File: config.mk
export PLATFORM = sky130hd
export DESIGN_NAME = sample_tick_gen_flat
export DESIGN_NICKNAME = d
export VERILOG_FILES = /design/src/rtl/sample_tick_gen_pkg.sv /design/src/rtl/sample_tick_gen_if.sv /design/src/rtl/sample_tick_gen_period_counter.sv /design/src/rtl/sample_tick_gen.sv /design/src/flat_wrapper.sv
export SDC_FILE = /design/constraint.sdc
export NUM_CORES = 1
export LEC_CHECK = 0
export ABC_CLOCK_PERIOD_IN_PS = 5940
export CAP_MARGIN = 30
export CORE_MARGIN = 1.5
export CORE_UTILIZATION = 52
export CTS_CLUSTER_DIAMETER = 40
export DETAILED_ROUTE_END_ITERATION = 10
export PLACE_DENSITY = 0.8
export SLEW_MARGIN = 10
export SYNTH_ARGS = -nofsm -noshare
export SYNTH_HDL_FRONTEND = slang
export SYNTH_SLANG_ARGS = --single-unit
File: constraint.sdc
create_clock -name SYS_CLK -period 5.94 [get_ports SYS_CLK]
set_input_delay 0.891 -clock SYS_CLK [delete_from_list [all_inputs] [get_ports SYS_CLK]]
set_output_delay 0.891 -clock SYS_CLK [all_outputs]
set_load 0.02 [all_outputs]
File: src/rtl/sample_tick_gen_pkg.sv
// Shared constants, state encoding and prescale clamp for sample_tick_gen.
// Imported by the interface, the period counter and the top.
package sample_tick_gen_pkg;
    localparam int CNT_W        = 7;
    localparam int BURST_W      = 16;
    localparam int MIN_PRESCALE = 1;

    typedef enum logic {
        IDLE = 1'b0,
        RUN  = 1'b1
    } state_e;

    function automatic logic [CNT_W-1:0] clamp_prescale(
        input logic [CNT_W-1:0] v
    );
        return (v == '0) ? CNT_W'(MIN_PRESCALE) : v;
    endfunction
endpackage

File: src/rtl/sample_tick_gen_if.sv
// Control and status bundle between the mode selector / capture logic
// and sample_tick_gen.
interface sample_tick_gen_if;
    import sample_tick_gen_pkg::*;

    logic [CNT_W-1:0]   prescaler_value;
    logic               START;
    logic               STOP;
    logic [BURST_W-1:0] burst_len;
    logic               SAMPLE_TICK;
    logic               BUSY;
    logic               DONE;
    logic [BURST_W-1:0] tick_count;
    logic [CNT_W-1:0]   active_prescale;

    modport master (
        output prescaler_value, START, STOP, burst_len,
        input  SAMPLE_TICK, BUSY, DONE, tick_count, active_prescale
    );

    modport slave (
        input  prescaler_value, START, STOP, burst_len,
        output SAMPLE_TICK, BUSY, DONE, tick_count, active_prescale
    );
endinterface

File: src/rtl/sample_tick_gen_period_counter.sv
// Period counter: counts SYS_CLK cycles within one sample period and
// reloads the active prescale (zero clamped to one) only at a boundary.
module sample_tick_gen_period_counter
    import sample_tick_gen_pkg::*;
(
    input  logic             clk,
    input  logic             rst_n,
    input  logic             load,
    input  logic             advance,
    input  logic [CNT_W-1:0] prescaler_value,
    output logic             boundary,
    output logic [CNT_W-1:0] active_prescale
);
    logic [CNT_W-1:0] counter_q, counter_d;
    logic [CNT_W-1:0] active_q, active_d;

    assign boundary        = (counter_q == active_q - CNT_W'(1));
    assign active_prescale = active_q;

    always_comb begin
        counter_d = counter_q;
        active_d  = active_q;
        if (load) begin
            counter_d = '0;
            active_d  = clamp_prescale(prescaler_value);
        end else if (advance) begin
            if (boundary) begin
                counter_d = '0;
                active_d  = clamp_prescale(prescaler_value);
            end else begin
                counter_d = counter_q + CNT_W'(1);
            end
        end
    end

    always_ff @(posedge clk) begin
        if (!rst_n) begin
            counter_q <= '0;
            active_q  <= CNT_W'(MIN_PRESCALE);
        end else begin
            counter_q <= counter_d;
            active_q  <= active_d;
        end
    end
endmodule

File: src/rtl/sample_tick_gen.sv
// Sample tick generator: paces acquisition with a one-cycle SAMPLE_TICK
// every active_prescale cycles, continuous or for a fixed burst.
module sample_tick_gen
    import sample_tick_gen_pkg::*;
(
    input  logic             SYS_CLK,
    input  logic             RESET_N,
    sample_tick_gen_if.slave bus
);
    state_e             state_q, state_d;
    logic               tick_q, tick_d;
    logic               busy_q, busy_d;
    logic               done_q, done_d;
    logic [BURST_W-1:0] tick_count_q, tick_count_d;
    logic [BURST_W-1:0] burst_q, burst_d;

    logic               start_go;
    logic               run_adv;
    logic               boundary;
    logic [BURST_W-1:0] tick_next;

    assign start_go  = (state_q == IDLE) && bus.START && !bus.STOP;
    assign run_adv   = (state_q == RUN) && !bus.STOP;
    assign tick_next = tick_count_q + BURST_W'(1);

    sample_tick_gen_period_counter u_period (
        .clk             (SYS_CLK),
        .rst_n           (RESET_N),
        .load            (start_go),
        .advance         (run_adv),
        .prescaler_value (bus.prescaler_value),
        .boundary        (boundary),
        .active_prescale (bus.active_prescale)
    );

    always_comb begin
        state_d      = state_q;
        tick_d       = 1'b0;
        done_d       = 1'b0;
        busy_d       = busy_q;
        tick_count_d = tick_count_q;
        burst_d      = burst_q;
        unique case (state_q)
            IDLE: begin
                if (start_go) begin
                    state_d      = RUN;
                    busy_d       = 1'b1;
                    tick_count_d = '0;
                    burst_d      = bus.burst_len;
                end
            end
            RUN: begin
                if (bus.STOP) begin
                    state_d = IDLE;
                    busy_d  = 1'b0;
                end else if (boundary) begin
                    tick_d       = 1'b1;
                    tick_count_d = tick_next;
                    // Last tick of a burst and DONE land on the same edge
                    if (burst_q != '0 && tick_next == burst_q) begin
                        done_d  = 1'b1;
                        busy_d  = 1'b0;
                        state_d = IDLE;
                    end
                end
            end
            default: state_d = IDLE;
        endcase
    end

    always_ff @(posedge SYS_CLK) begin
        if (!RESET_N) begin
            state_q      <= IDLE;
            tick_q       <= 1'b0;
            busy_q       <= 1'b0;
            done_q       <= 1'b0;
            tick_count_q <= '0;
            burst_q      <= '0;
        end else begin
            state_q      <= state_d;
            tick_q       <= tick_d;
            busy_q       <= busy_d;
            done_q       <= done_d;
            tick_count_q <= tick_count_d;
            burst_q      <= burst_d;
        end
    end

    assign bus.SAMPLE_TICK = tick_q;
    assign bus.BUSY        = busy_q;
    assign bus.DONE        = done_q;
    assign bus.tick_count  = tick_count_q;
endmodule

File: src/flat_wrapper.sv
// flat-port wrapper written by rule: the top's interface ports become plain ports
module sample_tick_gen_flat import sample_tick_gen_pkg::*;
  (SYS_CLK, RESET_N, bus_prescaler_value, bus_START, bus_STOP, bus_burst_len, bus_SAMPLE_TICK, bus_BUSY, bus_DONE, bus_tick_count, bus_active_prescale);
  sample_tick_gen_if bus_i ();
  input  logic SYS_CLK;
  input  logic RESET_N;
  input wire logic [$bits(bus_i.prescaler_value)-1:0] bus_prescaler_value;
  input wire logic [$bits(bus_i.START)-1:0] bus_START;
  input wire logic [$bits(bus_i.STOP)-1:0] bus_STOP;
  input wire logic [$bits(bus_i.burst_len)-1:0] bus_burst_len;
  output wire logic [$bits(bus_i.SAMPLE_TICK)-1:0] bus_SAMPLE_TICK;
  output wire logic [$bits(bus_i.BUSY)-1:0] bus_BUSY;
  output wire logic [$bits(bus_i.DONE)-1:0] bus_DONE;
  output wire logic [$bits(bus_i.tick_count)-1:0] bus_tick_count;
  output wire logic [$bits(bus_i.active_prescale)-1:0] bus_active_prescale;
  assign bus_i.prescaler_value = bus_prescaler_value;
  assign bus_i.START = bus_START;
  assign bus_i.STOP = bus_STOP;
  assign bus_i.burst_len = bus_burst_len;
  assign bus_SAMPLE_TICK = bus_i.SAMPLE_TICK;
  assign bus_BUSY = bus_i.BUSY;
  assign bus_DONE = bus_i.DONE;
  assign bus_tick_count = bus_i.tick_count;
  assign bus_active_prescale = bus_i.active_prescale;
  sample_tick_gen u_core (.SYS_CLK(SYS_CLK), .RESET_N(RESET_N), .bus(bus_i));
endmodule
==> run summary, run 1 <==
The flow ran to the end, and the final reports show no timing, DRC or antenna violations. The number of post-CTS setup repair buffers came out at 0. The number of enable flip-flop cells after synthesis came out at 0.

The tightest hold margin is 0.488 ns. The number of buffers added on ports is 52. The placer congestion estimate is 0.847. The synthesized netlist cell count came out at 361. The internal portion of the total power is 0.000577 W. The violation count after the first detailed-routing iteration came out at 244. The starting density of the core came out at 54.6%. The count of clock tree sinks is 50. The critical path is of the in2reg type. The clock period minus final worst setup slack is 3.40 ns. The clock input transition at the sequential cells of the worst setup and hold paths is 0.09 ns.

The data arrival time of the critical path is 3.62 ns. Post-CTS repair changed the size of 0 cells. The maximum net fanout on the critical path is 27. The worst clock skew is 0.00279 ns. The worst hold path class is reg2reg.

The initial antenna violation count is 0. The required time reported for the critical path endpoint is 6.16 ns. After legalization and detailed placement, the total HPWL measured 4940 µm. In the synthesized netlist the dominant register cell turns out to be dfxtp_1. The max-slew violation total from the final report came out at 0.

The routed design has 6690 µm of wire. The largest vdd supply drop came out at 0.000130 V. In this run, CTS created clock tree buffers numbering 5. The post-synthesis average cell area came out at 7.77 µm². Sequential cells burn 47.6% of the power. Leaving out fill and tap cells, the most frequent cell in the layout is nand2_1. The overall power came out at 0.000757 W. Using the TritonRoute via totals, the vias-per-cell ratio works out to 5.87. The share of synthesized flip-flops with an asynchronous set or reset is 0%. Timing would allow up to 0.294 GHz. The first global-routing pass estimated 11400 µm of wire.

The actual transition at the worst max-transition pin is 0.920 ns. The detail route stage leaves a number of antenna-violating nets equal to 0. The switching fraction of total power is 23.8%. The synthesis-stage register bit count came out at 50. The cell leakage power is 1.25 nW. In this run the power spent charging and discharging nets is 0.000180 W. For this design the ratio of total power to cell area is 219 mW/mm². Global routing finished with a remaining overflow of 0.

The area of the core region came out at 0.00514 mm². In the layout the commonest cells are nand2_1 (67), clkdlybuf4s50_1 (52), dfxtp_1 (50), a21oi_1 (26), nor2_1 (19). The number of H-tree branching levels came out at 2. In this run, post-CTS hold repair placed 0 buffers. The longest clock path from root to sink contains 2 buffers. STA classifies the critical path endpoint as a flip-flop.

The floorplan row count is 26. The detailed-routing iteration count for the pre-antenna-repair pass is 4. The relative slew slack is 38.5%. The number of global-route vias before repair is 2363.

The worst hold path was traced through 2 stages. In this run the critical register-to-register path is launched from u_core.bus.tick_count[0]$_SDFFE_PN0P_. The count of endpoints failing hold in the final timing report is 0. The layout overhead on the synthesized area came out at 23.2%. The synthesis warning total came out at 0. The net count after synthesis is 391.

After routing, the total negative slack on setup checks comes to 0 ns. The repair_antennas step left the layout with diodes totalling 0. Tracing the worst setup path back leads to its startpoint at RESET_N. The detail-routed net length per standard cell came out at 14.3 µm. The number of different library cells in the post-synthesis netlist is 51. The combinational group share of total power is 13.9%. The global-route usage over all layers is 23.7%. Setup repair after global routing left no endpoint under its margin. The share of cells above drive strength 1 came out at 3.52%. The synthesized netlist occupies a cell area of 0.00280 mm². The cell count of the worst reg-to-reg path is 7. The number of ports placed on the die boundary is 53.

The die area is 0.00584 mm². The portion of total power attributed to the clock network is 38.5%. The startpoint identified for the worst hold timing path is u_core.burst_q[15]$_SDFFE_PN0P_. After filler insertion, the fill cell instance count of the layout stands at 463. The worst path uses 57.3% of the clock period. The count of maximum capacitance violations came out at 0. The final setup slack of the worst path came out at 2.54 ns. The TritonCTS clock tree is done. Entering global routing, the biggest net connects 28 pins. The die is 76.4 µm tall.

The post-synthesis sequential area ratio is 35.7%. The clock network latency to the later pin of the worst-skew pair came out at 0.30 ns. The final-report setup violation count is 0.

The detailed-route DRC error count is 0. The net count of the finished layout came out at 427. Once layout is done, the placed cells without fillers occupy 0.00346 mm².

The routed layout has 2745 vias. The width of the die came out at 76.4 µm. The worst setup timing slack at the placement stage is 2.19 ns. The nature of the critical path startpoint is an input port. The root cell of the clock tree is clkbuf_8. The total cell area at the placement stage came out at 0.00331 mm².
through the flow:
step / util [%] / cells
6_report: 67.2 / 468
5_1_grt: 67.2 / 468
4_1_cts: 67.2 / 468
3_5_place_dp: 64.5 / 460
3_3_place_gp: 64.5 / 460
2_1_floorplan: - / 361
registers in the layout, summed over array words and instances (netlist names):
signal                           count
u_core.bus.tick_count               16
u_core.bus.SAMPLE_TICK               1
u_core.burst_q                      16
u_core.u_period.active_prescale      7
u_core.bus.BUSY                      1
u_core.state_q                       1
u_core.u_period.counter_q            7
u_core.bus.DONE                      1
cell usage after synthesis, types with 3 or more instances:
library cell	n	area, µm²
nand2_1	67	251
dfxtp_1	50	1000
a21oi_1	26	130
nor2_1	19	71.3
clkbuf_1	15	56.3
xor2_1	14	123
a31oi_1	13	81.3
o21ai_0	13	65.1
nand4_1	12	75.1
xnor2_1	12	105
nor4_1	10	62.6
inv_1	9	33.8
mux2i_1	8	80.1
a21boi_0	7	52.6
nand3_1	7	35.0
nor3_1	7	35.0
and3_1	6	37.5
buf_2	6	30.0
nand2b_1	5	31.3
and2_1	4	25.0
and4_1	4	35.0
o31ai_1	4	30.0
or4_1	4	30.0
ha_1	3	37.5
o22ai_1	3	18.8
or3_1	3	18.8
critical path, cell delays in order:
cell and delay (ns):
clkdlybuf4s50_1 1.03, inv_1 0.46, nor2_1 0.82, nand3_1 0.15, o22a_1 0.20, o21ai_0 0.06
power groups by stage:
stage,Clock (W),Combinational (W),Sequential [W]
2_1_floorplan,0,0.0000631,0.000369
3_3_place_gp,0,0.000103,0.000367
3_5_place_dp,0,0.000105,0.000368
4_1_cts,0.000294,0.000105,0.000360
5_1_grt,0.000308,0.000116,0.000363
6_report,0.000291,0.000105,0.000360
routing by layer:
layer  up-vias  routed length (µm)  track usage (%)
met3         4                 341             3.95
li1       1367                   -                -
met5         -                   0                0
met2        85                3080             37.1
met1      1289                3230             33.9
met4         0                  37             5.93
logic make-up after synthesis:
group / after synthesis / synth area share (%)
AO/OA/AOI/OAI: 84 / 19.1
flip-flops: 50 / 35.7
multiplexers: 9 / 3.26
buffers and inverters: 33 / 5.00
XOR/XNOR: 26 / 8.12
AND/OR/NAND/NOR: 156 / 27.5
adder cells (fa/ha/maj): 3 / 1.34
layout make-up:
| type | instances | area [µm²] | share of cell area [%] |
|---|---|---|---|
| Tap cell | 70 | 87.6 | 2.53 |
| Multi-Input combinational cell | 278 | 1660 | 48.1 |
| Timing Repair Buffer | 53 | 528 | 15.3 |
| Sequential cell | 50 | 1000 | 29.0 |
| Inverter | 9 | 33.8 | 0.978 |
| Clock inverter | 2 | 60.1 | 1.74 |
| Clock buffer | 6 | 82.6 | 2.39 |
worst paths after layout:
| check | to | slack [ns] |
|---|---|---|
| max reg2reg | u_core.bus.BUSY$_SDFFE_PN0P_ | 2.93 |
| min | u_core.burst_q[15]$_SDFFE_PN0P_ | 0.49 |
| max | u_core.bus.tick_count[15]$_SDFFE_PN0P_ | 2.54 |
| min reg2reg | u_core.burst_q[15]$_SDFFE_PN0P_ | 0.49 |
Note: power is estimated with default switching activity, not from simulation.
==> run 2: changes to the inputs <==
- ABC_CLOCK_PERIOD_IN_PS: 5940 -> 2900
- CORE_UTILIZATION: 52 -> 47
- PLACE_DENSITY: 0.8 -> 0.76
- clock period: 5.94 -> 2.9 ns (I/O delays scaled with it)
==> run summary, run 2 (same netlist as run 1, synthesis figures left out) <==
Outcome: finished, final reports clean (unchanged). The count of buffer and inverter cells on the critical path came out at 1 (was 2). The root cell of the clock tree is clkbuf_8 (unchanged).

The origin of the critical flop-to-flop path is u_core.u_period.active_prescale[0]$_SDFFE_PN1P_ (was u_core.bus.tick_count[0]$_SDFFE_PN0P_). The starting density of the core is 49.7% (was 54.6%). The overflow left after global routing is 0 (unchanged).

The die area is 0.00644 mm² (was 0.00584 mm²). The combinational group share of total power was 16.5% (was 13.9%). The critical path depth in cells is 8 (was 6). The count of endpoints failing hold in the final timing report is 0 (unchanged).

The detailed-routing iteration count for the pre-antenna-repair pass is 5 (was 4). The cell leakage power came out at 1.30 nW (was 1.25 nW). The number of post-CTS setup repair buffers came to 0 (unchanged). The switching power is 0.000369 W (was 0.000180 W).

The count of maximum capacitance violations came out at 0 (unchanged). Ordered list of cells on the worst path: inv_1 > ha_1 > o21ba_2 > a221oi_1 > o221ai_1 > a2111o_1 > and2_1 > a31o_1 (was clkdlybuf4s50_1 > inv_1 > nor2_1 > nand3_1 > o22a_1 > o21ai_0). The critical path endpoint category is a flip-flop (unchanged). The largest delay contributor family on the critical path is compound AO/OA/AOI/OAI gates (was buffers and inverters). The post-cts resize count is 0 (unchanged). The largest net degree at the start of global routing is 21 (was 28).

The violation count after the first detailed-routing iteration is 209 (was 244). The count of vias placed by the detailed router came out at 2788 (was 2745). The share of cells above drive strength 1 came to 6.78% (was 3.52%).

The number of H-tree branching levels is 2 (unchanged). The initial antenna violation count came out at 0 (unchanged). The area taken by multi-input logic gates came to 0.00166 mm² (unchanged). The power per standard cell area is 393 mW/mm² (was 219 mW/mm²). The worst path uses 93.3% of the clock period. The width of the die is 80.2 µm (was 76.4 µm). The layout overhead on the synthesized area came out at 25.5% (was 23.2%).

The number of vias per cell after detailed routing came to 5.75 (was 5.87). The fill cell total of the finished layout is 496 (was 463). The overall die height is 80.2 µm (was 76.4 µm). The net count of the finished layout is 442 (was 427). The tightest hold margin was 0.489 ns (was 0.488 ns). The worst clock skew is 0.00744 ns (was 0.00279 ns). The max-slew violation total from the final report came out at 0 (unchanged). The number of antenna repair diodes is 0 (unchanged).

The largest vdd supply drop came out at 0.000230 V (was 0.000130 V). The relative slew slack is 59.7% (was 38.5%). The register area came out at 0.00100 mm² (unchanged). The hold buffer count at CTS came out at 0 (unchanged). The delay of the slowest critical-path stage came out at 0.47 ns (was 1.03 ns).

The nature of the critical path startpoint is a flip-flop (was input port). The total routed wirelength came out at 7220 µm (was 6690 µm). The area of the core region came out at 0.00564 mm² (was 0.00514 mm²). The number of nets with antenna violations after detailed routing is 0 (unchanged). The clock input transition at the sequential cells of the worst setup and hold paths came to 0.09 ns (about the same). The cell count of the worst reg-to-reg path was 8 (was 7).

The worst hold path class is reg2reg (unchanged). The floorplan row count is 27 (was 26). The portion of total power attributed to the clock network came out at 30.3% (was 38.5%). The highest clock rate came out at 0.370 GHz. Unrepaired setup endpoints after global routing: no (unchanged).

The path type of the worst setup path is reg2reg (was in2reg). The count of clock tree sinks came to 50 (unchanged). The total negative setup slack is 0 ns (unchanged). The most common cell after layout, fill and taps aside was nand2_1 (unchanged). The global-route wire length before repair came out at 11900 µm (was 11400 µm). The placer congestion estimate was 0.912 (was 0.847). The global-route usage over all layers is 23.4% (was 23.7%). The required time reported for the critical path endpoint is 3.11 ns (was 6.16 ns).

The data arrival time of the critical path is 2.91 ns (was 3.62 ns). The beginning of the worst hold path is u_core.burst_q[0]$_SDFFE_PN0P_ (was u_core.burst_q[15]$_SDFFE_PN0P_). The relative contribution of sequential cells to total power was 53.2% (was 47.6%). The library cell contributing the largest single delay on the critical path is a2111o_1 (was clkdlybuf4s50_1).

The final-report setup violation count is 0 (unchanged). Counting I/O delays and the setup requirement, the final critical path takes 2.71 ns. The detailed-route DRC error count is 0 (unchanged).

The half-perimeter wire length after placement is 5460 µm (was 4940 µm). The number of global-route vias before repair is 2495 (was 2363). The clock network latency to the later pin of the worst-skew pair came out at 0.31 ns (was 0.30 ns). Most used cells in the layout excluding fill and tap cells: nand2_1 (67), clkdlybuf4s50_1 (52), dfxtp_1 (50), a21oi_1 (26), nor2_1 (19) (unchanged). The switching fraction of total power is 26.7% (was 23.8%). The number of ports placed on the die boundary is 53 (unchanged). The start point of the critical path is u_core.u_period.active_prescale[0]$_SDFFE_PN1P_ (was RESET_N).

The detail-routed net length per standard cell is 14.9 µm (was 14.3 µm). The internal power is 0.00101 W (was 0.000577 W). The actual transition at the worst max-transition pin is 0.599 ns (was 0.920 ns). The worst hold path stage count came to 2 (unchanged).

The deepest clock path buffer count is 2 (unchanged). The total clock buffers created by CTS came out at 5 (unchanged). The maximum net fanout on the critical path came out at 9 (was 27). The number of buffers added on ports came out at 52 (unchanged).

The TritonCTS clock tree is done (unchanged).
[run 2: cell count changes in the layout (fill, tap and decap cells not counted)]
cell / previous run / this run
clkbuf_1: 0 / 1
clkinv_2: 0 / 1
bufinv_16: 2 / 0
buf_4: 1 / 16
[run 2: final timing paths]
kind | to | slack (ns)
max reg2reg | u_core.bus.tick_count[14]$_SDFFE_PN0P_ | 0.19
min | u_core.burst_q[0]$_SDFFE_PN0P_ | 0.49
max | u_core.bus.tick_count[14]$_SDFFE_PN0P_ | 0.19
min reg2reg | u_core.burst_q[0]$_SDFFE_PN0P_ | 0.49
[run 2: area by class of cell]
| class | count | share of cell area, % |
|---|---|---|
| well taps | 72 | 2.56 |
| repair buffers | 68 | 18.2 |
| multi-input cells | 278 | 47.2 |
| clock buffers | 7 | 2.45 |
| inverters | 9 | 0.960 |
| clock inverters | 1 | 0.142 |
| flip-flops and latches | 50 | 28.4 |
[run 2: through the flow]
| stage | worst slack, ns | total power [W] | area (µm²) | cells | util, % |
|---|---|---|---|---|---|
| 2_1_floorplan | 0.329 | 0.000885 | 2800 | 361 | - |
| 5_1_grt | 0.0698 | 0.00145 | 3520 | 485 | 62.4 |
| 3_3_place_gp | 0.298 | 0.000974 | 3430 | 477 | 60.8 |
| 3_5_place_dp | 0.258 | 0.000978 | 3430 | 477 | 60.8 |
| 4_1_cts | 0.252 | 0.00139 | 3520 | 485 | 62.4 |
| 6_report | 0.195 | 0.00138 | 3520 | 485 | 62.4 |
[run 2: power groups by stage]
stage	clock network (W)	registers, W	logic, W
6_report	0.000419	0.000736	0.000228
5_1_grt	0.000456	0.000739	0.000251
4_1_cts	0.000424	0.000735	0.000227
3_5_place_dp	0	0.000751	0.000227
3_3_place_gp	0	0.000750	0.000224
2_1_floorplan	0	0.000755	0.000129
[run 2: worst reg2reg max path: stages (launching register included)]
cell,delay (ns)
dfxtp_1,0.45
inv_1,0.07
ha_1,0.27
o21ba_2,0.22
a221oi_1,0.31
o221ai_1,0.22
a2111o_1,0.47
and2_1,0.33
a31o_1,0.27
[run 2: routing by layer]
| layer | share of wire [%] | track usage [%] | vias to the layer above |
|---|---|---|---|
| li1 | - | - | 1400 |
| met1 | 49 | 33.8 | 1295 |
| met2 | 45 | 36.3 | 82 |
| met3 | 4.4 | 3.41 | 11 |
| met4 | 1.3 | 5.86 | 0 |
| met5 | 0 | 0 | - |
==> run 3: changes to the inputs <==
--- a/config.mk
+++ b/config.mk
@@ -13,3 +13,3 @@
 export DETAILED_ROUTE_END_ITERATION = 10
-export PLACE_DENSITY = 0.76
+export PLACE_DENSITY = 0.78
 export SLEW_MARGIN = 10
==> constraint.sdc (replaced) <==
create_clock -name SYS_CLK -period 2.9 [get_ports SYS_CLK]
set_input_delay 0.58 -clock SYS_CLK [delete_from_list [all_inputs] [get_ports SYS_CLK]]
set_output_delay 0.58 -clock SYS_CLK [all_outputs]
set_load 0.02 [all_outputs]
==> run summary, run 3 (same netlist as run 1, synthesis figures left out) <==
The final-report setup violation count came out at 0 (unchanged). The total negative setup slack is 0 ns (unchanged). The global-route wire length before repair came out at 11800 µm (was 11900 µm). The number of vias per cell after detailed routing is 5.74 (was 5.75). The cell leakage power is 1.33 nW (was 1.30 nW). The half-perimeter wire length after placement was 5350 µm (was 5460 µm). The hold buffer count at CTS came out at 0 (unchanged). The nature of the critical path startpoint is a flip-flop (unchanged). The placer congestion estimate came out at 0.903 (was 0.912). The worst clock skew was 0.0115 ns (was 0.00744 ns). The clock network latency to the later pin of the worst-skew pair came out at 0.30 ns (was 0.31 ns). The detailed-routing iteration count for the pre-antenna-repair pass is 4 (was 5).

The count of clock tree sinks came out at 50 (unchanged). The net count of the finished layout came out at 443 (was 442). The floorplan row count came out at 27 (unchanged). The maximum net fanout on the critical path came out at 9 (unchanged). The area of the core region is 0.00564 mm² (unchanged). The final setup slack of the worst path is 0.152 ns (was 0.195 ns). The root cell of the clock tree was clkbuf_8 (unchanged). The highest clock rate was 0.364 GHz (was 0.370 GHz). The worst hold path class was reg2reg (unchanged). The clock period minus final worst setup slack is 2.75 ns (was 2.71 ns). The layout overhead on the synthesized area is 27.4% (was 25.5%). The number of buffers added on ports was 52 (unchanged). The tightest hold margin is 0.489 ns (about the same). The TritonCTS clock tree is done (unchanged). Outcome: finished, final reports clean (unchanged). The critical path endpoint category was a flip-flop (unchanged).

The path type of the worst setup path is reg2reg (unchanged). The largest vdd supply drop is 0.000201 V (was 0.000230 V). Most used cells in the layout excluding fill and tap cells: nand2_1 (67), clkdlybuf4s50_1 (52), dfxtp_1 (50), a21oi_1 (26), nor2_1 (19) (unchanged). The power per standard cell area is 433 mW/mm² (was 393 mW/mm²). The max-slew violation total from the final report came out at 0 (unchanged). The count of maximum capacitance violations came to 0 (unchanged). The most common cell after layout, fill and taps aside is nand2_1 (unchanged).

The number of H-tree branching levels came out at 2 (unchanged). The number of instances in the placed design came to 478 (was 477). The final period utilization was 94.7% (was 93.3%).

The detailed-route DRC error count came out at 0 (unchanged). The violation count after the first detailed-routing iteration came out at 226 (was 209). The clock input transition at the sequential cells of the worst setup and hold paths came out at 0.10 ns (was 0.09 ns).

The data arrival time of the critical path came to 2.95 ns (was 2.91 ns). The total routed wirelength came out at 7100 µm (was 7220 µm). Unrepaired setup endpoints after global routing: no (unchanged).

The count of vias placed by the detailed router came to 2788 (unchanged). The total clock buffers created by CTS is 5 (unchanged). The number of ports placed on the die boundary is 53 (unchanged). The relative slew slack is 57.5% (was 59.7%).

The die area is 0.00644 mm² (unchanged). The number of post-CTS setup repair buffers came to 0 (unchanged). The required time reported for the critical path endpoint is 3.10 ns (was 3.11 ns). The deepest clock path buffer count came to 2 (unchanged). The actual transition at the worst max-transition pin came out at 0.632 ns (was 0.599 ns). The largest net degree at the start of global routing came out at 22 (was 21).

The final cell count without fillers came out at 486 (was 485). The number of antenna repair diodes came to 0 (unchanged). The number of global-route vias before repair came out at 2572 (was 2495). The overall power is 0.00155 W (was 0.00138 W).

The overall die height came to 80.2 µm (unchanged). The fill cell total of the finished layout came out at 494 (was 496). The detail-routed net length per standard cell came to 14.6 µm (was 14.9 µm). The global-route usage over all layers is 23.3% (was 23.4%). The share of cells above drive strength 1 came out at 7.25% (was 6.78%). The worst setup timing slack at the placement stage came out at 0.167 ns (was 0.258 ns).

The initial antenna violation count came out at 0 (unchanged). The starting density of the core came out at 49.7% (unchanged). The overflow left after global routing came out at 0 (unchanged). The number of nets with antenna violations after detailed routing is 0 (unchanged). The count of endpoints failing hold in the final timing report is 0 (unchanged). The post-cts resize count came out at 0 (unchanged). The width of the die is 80.2 µm (unchanged).
-- run 3: cell types whose count changed in the layout (fill, tap and decap cells not counted), sizes merged --
cell | previous run | this run
bufinv | 0 | 2
clkbuf | 7 | 5
buf | 16 | 17
-- run 3: cell type report --
type                            instances  area, µm²  share of cell area (%)
Inverter                                9       33.8                   0.945
Sequential cell                        50       1000                    28.0
Clock buffer                            5       68.8                    1.93
Tap cell                               72       90.1                    2.52
Multi-Input combinational cell        278       1660                    46.5
Clock inverter                          3       68.8                    1.93
Timing Repair Buffer                   69        648                    18.1
-- run 3: final timing paths --
path / depth (start not counted) / end / from / slack, ns
setup / recovery: 8 / u_core.bus.tick_count[14]$_SDFFE_PN0P_ / u_core.u_period.active_prescale[0]$_SDFFE_PN1P_ / 0.15
hold / removal: 2 / u_core.burst_q[0]$_SDFFE_PN0P_ / u_core.burst_q[0]$_SDFFE_PN0P_ / 0.49
setup reg to reg: 8 / u_core.bus.tick_count[14]$_SDFFE_PN0P_ / u_core.u_period.active_prescale[0]$_SDFFE_PN1P_ / 0.15
hold reg to reg: 2 / u_core.burst_q[0]$_SDFFE_PN0P_ / u_core.burst_q[0]$_SDFFE_PN0P_ / 0.49
-- run 3: metal layers --
layer	part of all wire, %	up-vias	routed length [µm]	track usage [%]
met4	0.94	0	67	7.76
met5	0	-	0	0
li1	-	1396	-	-
met2	47	93	3320	36.9
met1	46	1291	3260	31.9
met3	6.4	8	454	3.75
-- run 3: power by group --
part | internal (W) | leakage, nW | switching [W]
Clock | 0.000346 | 0.0683 | 0.000235
Sequential | 0.000708 | 0.406 | 0.0000272
Combinational | 0.000113 | 0.853 | 0.000117
-- run 3: stage by stage --
stage / cell area, µm² / util [%]
after floorplan: 2800 / -
after global placement: 3440 / 60.9
after detailed placement: 3440 / 60.9
after CTS: 3570 / 63.3
after global routing: 3570 / 63.3
final: 3570 / 63.3
-- run 3: critical path, stage by stage (launching register included) --
cell	delay, ns
dfxtp_1	0.45
inv_1	0.08
ha_1	0.27
o21ba_2	0.22
a221oi_1	0.30
o221ai_1	0.24
a2111o_1	0.47
and2_1	0.34
a31o_1	0.29
==> RTL change 1 (settings of run 3) <==
`CNT_W`: 7 -> 14.
--- a/src/rtl/sample_tick_gen_pkg.sv
+++ b/src/rtl/sample_tick_gen_pkg.sv
@@ -2,5 +2,5 @@
 // Imported by the interface, the period counter and the top.
 package sample_tick_gen_pkg;
-    localparam int CNT_W        = 7;
+    localparam int CNT_W        = 14;
     localparam int BURST_W      = 16;
     localparam int MIN_PRESCALE = 1;
Interface: changed (resized bus_active_prescale and bus_prescaler_value); port bits go from 53 to 67. The function was not compared with the original's and may differ.
==> RTL change 1 against run 3 <==
- synthesized cell count increased by 30%
- wire length increased by 45%
- first-iteration DRC count increased by 1.3%
- cell area increased by 36%
- sequential cell count increased by 14
- worst setup slack got worse by 0.015 ns
- clock power increased by 51%
- global-route usage increased by 1.7 points
- synthesized area increased by 34%
- maximum frequency decreased by 0.53%
- total power increased by 40%
- non-clock buffer count increased by 19
- final cell count increased by 33%
- largest cell class unchanged
- largest power group unchanged
==> RTL change 1: results (changes against run 3) <==
Outcome
  • Status: completed (unchanged)

Final layout
  • Final nets: 577 (was 443)
  • Final Cell Area: 0.00485 sq mm (was 0.00357 sq mm)
  • Share of cells above drive strength 1: 10.3% (was 7.25%)
  • Non-clock buffers: 88 (was 69)
  • Multi-input gate count: 369 (was 278)
  • Fin util: 62.7% (was 63.3%)

Synthesis
  • Synth cell types: 62 (was 51)
  • Synth area leaders: dfxtp_1 (34%), nand2_1 (8.0%), xnor2_1 (6.3%) (was dfxtp_1 (36%), nand2_1 (9.0%), a21oi_1 (4.6%))
  • XOR/XNOR Fraction of Synth Area: 11.1% (was 8.12%)
  • #FFs+latches synth: 64 (was 50)
  • Sequential area share after synthesis: 34.0% (was 35.7%)
  • Post-Syn Nets: 506 (was 391)
  • Multiplexer area fraction after synthesis: 4.61% (was 3.26%)
  • Adder-cell share of the synthesized area: 0.995% (was 1.34%)
  • Post-synthesis compound-gate area fraction: 17.4% (was 19.1%)

Timing
  • Clock Skew: 0.00739 ns (was 0.0115 ns)
  • Hold slack: 0.492 ns (was 0.489 ns)

Setup path
  • Crit Path Max Fanout: 6 (was 9)
  • WP data arrival: 3.00 ns (was 2.95 ns)

Placement
  • Place WS: 0.0840 ns (was 0.167 ns)
  • Input/output buffers: 66 (was 52)

Global routing
  • M1 GR Usage: 31.9% (about the same)
  • Vias in the first global route: 3486 (was 2572)
  • Overall Global Routing Usage: 25.0% (was 23.3%)
  • Met2 Usage GRT: 41.3% (was 36.9%)

Routing
  • Met1 wire length: 4.64 mm (was 3.26 mm)
  • DRT iter0 DRCs: 229 (was 226)
  • DR pass1 iterations: 5 (was 4)
  • Vias/cell: 5.71 (was 5.74)
  • Met2 WL: 5.00 mm (was 3.32 mm)
  • Routed wire length on met3: 512 um (was 454 um)
  • Wirelength per Cell: 15.9 um (was 14.6 um)

Pwr
  • Net switching power: 0.597 mW (was 0.380 mW)
  • Max IR drop VDD: 0.000373 V (was 0.000201 V)

CTS
  • Clk slew on worst S/H paths: 0.08 ns (was 0.10 ns)
  • Worst-Skew Late Latency: 0.35 ns (was 0.30 ns)
## RTL change 1: cell count changes after synthesis, moves of 5 or more
| cell | delta |
|---|---|
| dfxtp_1 | +14 |
| mux2i_1 | +6 |
| nand2_1 | +13 |
| nand3_1 | +10 |
| nand3b_1 | +5 |
| nor2_1 | +18 |
| xnor2_1 | +15 |
| xor2_1 | +7 |
## RTL change 1: path summary, 6_finish.rpt
| check | start | end | cells after the start |
|---|---|---|---|
| max reg2reg | u_core.u_period.active_prescale[1] | u_core.bus.tick_count[9] | 9 |
| min reg2reg | u_core.burst_q[8] | u_core.burst_q[8] | 2 |
| min | u_core.burst_q[8] | u_core.burst_q[8] | 2 |
| max | u_core.u_period.active_prescale[1] | u_core.bus.tick_count[9] | 9 |
## RTL change 1: metrics by stage
stage | cells | total power [mW]
3_3_place_gp | 631 | 1.29
2_1_floorplan | 469 | 1.16
4_1_cts | 647 | 2.17
6_report | 647 | 2.17
5_1_grt | 647 | 2.25
3_5_place_dp | 631 | 1.30
## RTL change 1: power groups by stage
| stage | Sequential, mW | Combinational, mW | Clock, mW |
|---|---|---|---|
| after global placement | 0.959 | 0.335 | 0 |
| after floorplan | 0.963 | 0.202 | 0 |
| final | 0.942 | 0.351 | 0.875 |
| after detailed placement | 0.960 | 0.340 | 0 |
| after CTS | 0.940 | 0.343 | 0.884 |
| after global routing | 0.946 | 0.379 | 0.926 |
## RTL change 1: worst max-delay path, cell delays in order (launching register included)
cell	delay (ns)
dfxtp_1	0.32
inv_1	0.10
ha_4	0.17
or4b_2	0.62
or4_1	0.42
o31ai_1	0.09
a311o_1	0.25
o2111a_2	0.27
nor2_1	0.09
a221o_1	0.35
==> RTL change 2 (settings of run 3) <==
Without the edit above. Make the reset (`RESET_N` and `rst_n`) asynchronous in 2 clocked blocks.
--- a/src/rtl/sample_tick_gen_period_counter.sv
+++ b/src/rtl/sample_tick_gen_period_counter.sv
@@ -34,5 +34,5 @@
     end
 
-    always_ff @(posedge clk) begin
+    always_ff @(posedge clk or negedge rst_n) begin
         if (!rst_n) begin
             counter_q <= '0;
--- a/src/rtl/sample_tick_gen.sv
+++ b/src/rtl/sample_tick_gen.sv
@@ -69,5 +69,5 @@
     end
 
-    always_ff @(posedge SYS_CLK) begin
+    always_ff @(posedge SYS_CLK or negedge RESET_N) begin
         if (!RESET_N) begin
             state_q      <= IDLE;
Formal check against the unedited RTL: differs if RESET_N is asserted again (counterexample within 4 cycles, from zero or initial values and one cycle with RESET_N low); with RESET_N held inactive, the same outputs for 10 cycles.
==> RTL change 2 against run 3 <==
- sequential cell count did not move
- count of clock-buffer cells in the layout rose by 1
- die area rose by 5.3%
- highest routed layer unchanged
- critical path type unchanged
- cell area rose by 2.8%
- worst setup slack improved by 0.052 ns
- non-clock buffer count fell by 12
- synthesized area rose by 5.5%
- synthesized cell count fell by 15%
- wire length fell by 1.9%
- critical path depth rose by 1
Power is not compared: it rests on default switching activity, and its combinational part moved more than twofold at a synthesized area within 25%.
==> RTL change 2: results (changes against run 3) <==
Outcome
  • Status: completed (unchanged)

Pwr
  • Leak: ~1.5 nW

Synthesis
  • Adder-cell share of the synthesized area: 1.27% (was 1.34%)
  • Sequential area share after synthesis: 42.3% (was 35.7%)
  • Synth area leaders: dfrtp_1 (41%), mux2_2 (7.6%), xnor2_1 (4.7%) (was dfxtp_1 (36%), nand2_1 (9.0%), a21oi_1 (4.6%))
  • Synth cell types: 52 (was 51)
  • Post-Syn Nets: 337 (was 391)
  • XOR/XNOR Fraction of Synth Area: 9.98% (was 8.12%)
  • Multiplexer area fraction after synthesis: 7.95% (was 3.26%)
  • Commonest cells in the netlist: dfrtp_1 (49), nand2_1 (24), mux2_2 (20) (was nand2_1 (67), dfxtp_1 (50), a21oi_1 (26))
  • Post-synthesis compound-gate area fraction: 15.3% (was 19.1%)
  • Post-synth ARST share: 100% (was 0%)
  • Synthesis Warnings: 0 (unchanged)
  • #FFs+latches synth: 50 (unchanged)
  • Synth Flop Type: dfrtp_1 (was dfxtp_1)

Final layout
  • Fraction of area in multi-input gates: 44.2% (was 46.5%)
  • Final nets: 389 (was 443)
  • ClkCell Share: 3.07% (was 3.85%)
  • Sequential cell area share: 34.1% (was 28.0%)
  • Non-clk invs: 10 (was 9)
  • Signal buf overhead: 15.1% (was 18.1%)
  • Share of cells above drive strength 1: 12.5% (was 7.25%)
  • Fillcell total: 505 (was 494)
  • Non-clock buffers: 57 (was 69)
  • Multi-input gate count: 235 (was 278)
  • Clk_buf instances: 6 (was 5)

Setup path
  • Critical R2R Capture: u_core.bus.tick_count[4] (was u_core.bus.tick_count[14])
  • WP data arrival: 2.87 ns (was 2.95 ns)
  • Reg2reg setup slack: 0.20 ns (was 0.15 ns)
  • R2r startpoint: u_core.u_period.active_prescale[0] (unchanged)
  • Crit Path Max Fanout: 7 (was 9)
  • Reg2reg path depth: 9 (was 8)

Placement
  • GPL Wtd Cong: 0.921 (was 0.903)
  • HPWL Detailed: 5.33 mm (was 5.35 mm)
  • Input/output buffers: 52 (unchanged)
  • Dpl cell area: 0.00355 sq mm (was 0.00344 sq mm)

Global routing
  • First-pass GRT wire length: 11.4 mm (was 11.8 mm)
  • Largest net degree at the start of global routing: 28 (was 22)
  • M1 GR Usage: 33.7% (was 31.9%)
  • Grt met3 use: 3.74% (was 3.75%)
  • Overall Global Routing Usage: 22.5% (was 23.3%)
  • Met2 Usage GRT: 32.4% (was 36.9%)

Routing
  • Via count: 2582 (was 2788)
  • Wirelength per Cell: 16.0 um (was 14.6 um)
  • DR pass1 iterations: 5 (was 4)
  • DRT iter0 DRCs: 287 (was 226)

CTS
  • Root buffer cell: clkbuf_8 (unchanged)

Hold path
  • Worst hold path type: input pin to async pin (was register to register)

Timing
  • Clock Skew: 0.00342 ns (was 0.0115 ns)
  • Worst Tran Pin Value: 0.543 ns (was 0.632 ns)

Die
  • Die area: 0.00678 sq mm (was 0.00644 sq mm)
[RTL change 2: cell types whose count changed in the layout (fill, tap and decap cells not counted), moves of 12 or more]
cell / delta
dfrtp_1: +49
a21oi_1: -14
dfxtp_1: -50
nand2_1: -43
mux2_2: +19
buf_4: -12
[RTL change 2: per-stage QoR]
step	cells	setup WS [ns]	power (mW)	hold slack (ns)
floorplan	307	0.274	1.22	0.284
global placement	427	0.227	1.40	0.524
detailed placement	427	0.133	1.41	0.541
CTS	434	0.105	1.90	0.259
global route	434	0.0167	2.01	0.275
finish	434	0.204	1.90	0.250
[RTL change 2: layer usage]
metal,up-vias,wire length (um)
met3,14,426
met4,0,155
met1,1222,3340
met5,-,0
met2,119,3040
li1,1227,-
[RTL change 2: how the worst max path moves through the flow]
stage	from	end	cells past startpoint
after detailed placement	u_core.u_period.active_prescale[0]	u_core.bus.tick_count[7]	8
final	u_core.u_period.active_prescale[0]	u_core.bus.tick_count[4]	9
after CTS	u_core.u_period.active_prescale[0]	u_core.bus.tick_count[7]	8
after global placement	u_core.u_period.active_prescale[0]	u_core.bus.tick_count[15]	8
after floorplan	u_core.u_period.active_prescale[0]	u_core.bus.tick_count[15]	8
after global routing	u_core.u_period.active_prescale[0]	u_core.bus.BUSY	9
[RTL change 2: repair_timing]
action / 4_1_cts / 5_1_grt
gates resized for setup: 0 / 3
setup endpoints to repair: 0 / 10
setup buffers: 0 / 0
[RTL change 2: critical path, cell delays in order (launching register included)]
cell	delay [ns]
dfstp_2	0.60
inv_1	0.07
ha_2	0.22
xor3_1	0.36
or3b_4	0.41
a41oi_2	0.23
nand3_1	0.14
nand2_1	0.24
buf_4	0.20
a31oi_1	0.09
[RTL change 2: report_power, final]
part,switching [mW],internal (mW)
registers,0.126,0.778
logic,0.231,0.268
clock network,0.220,0.276
total,0.577,1.32
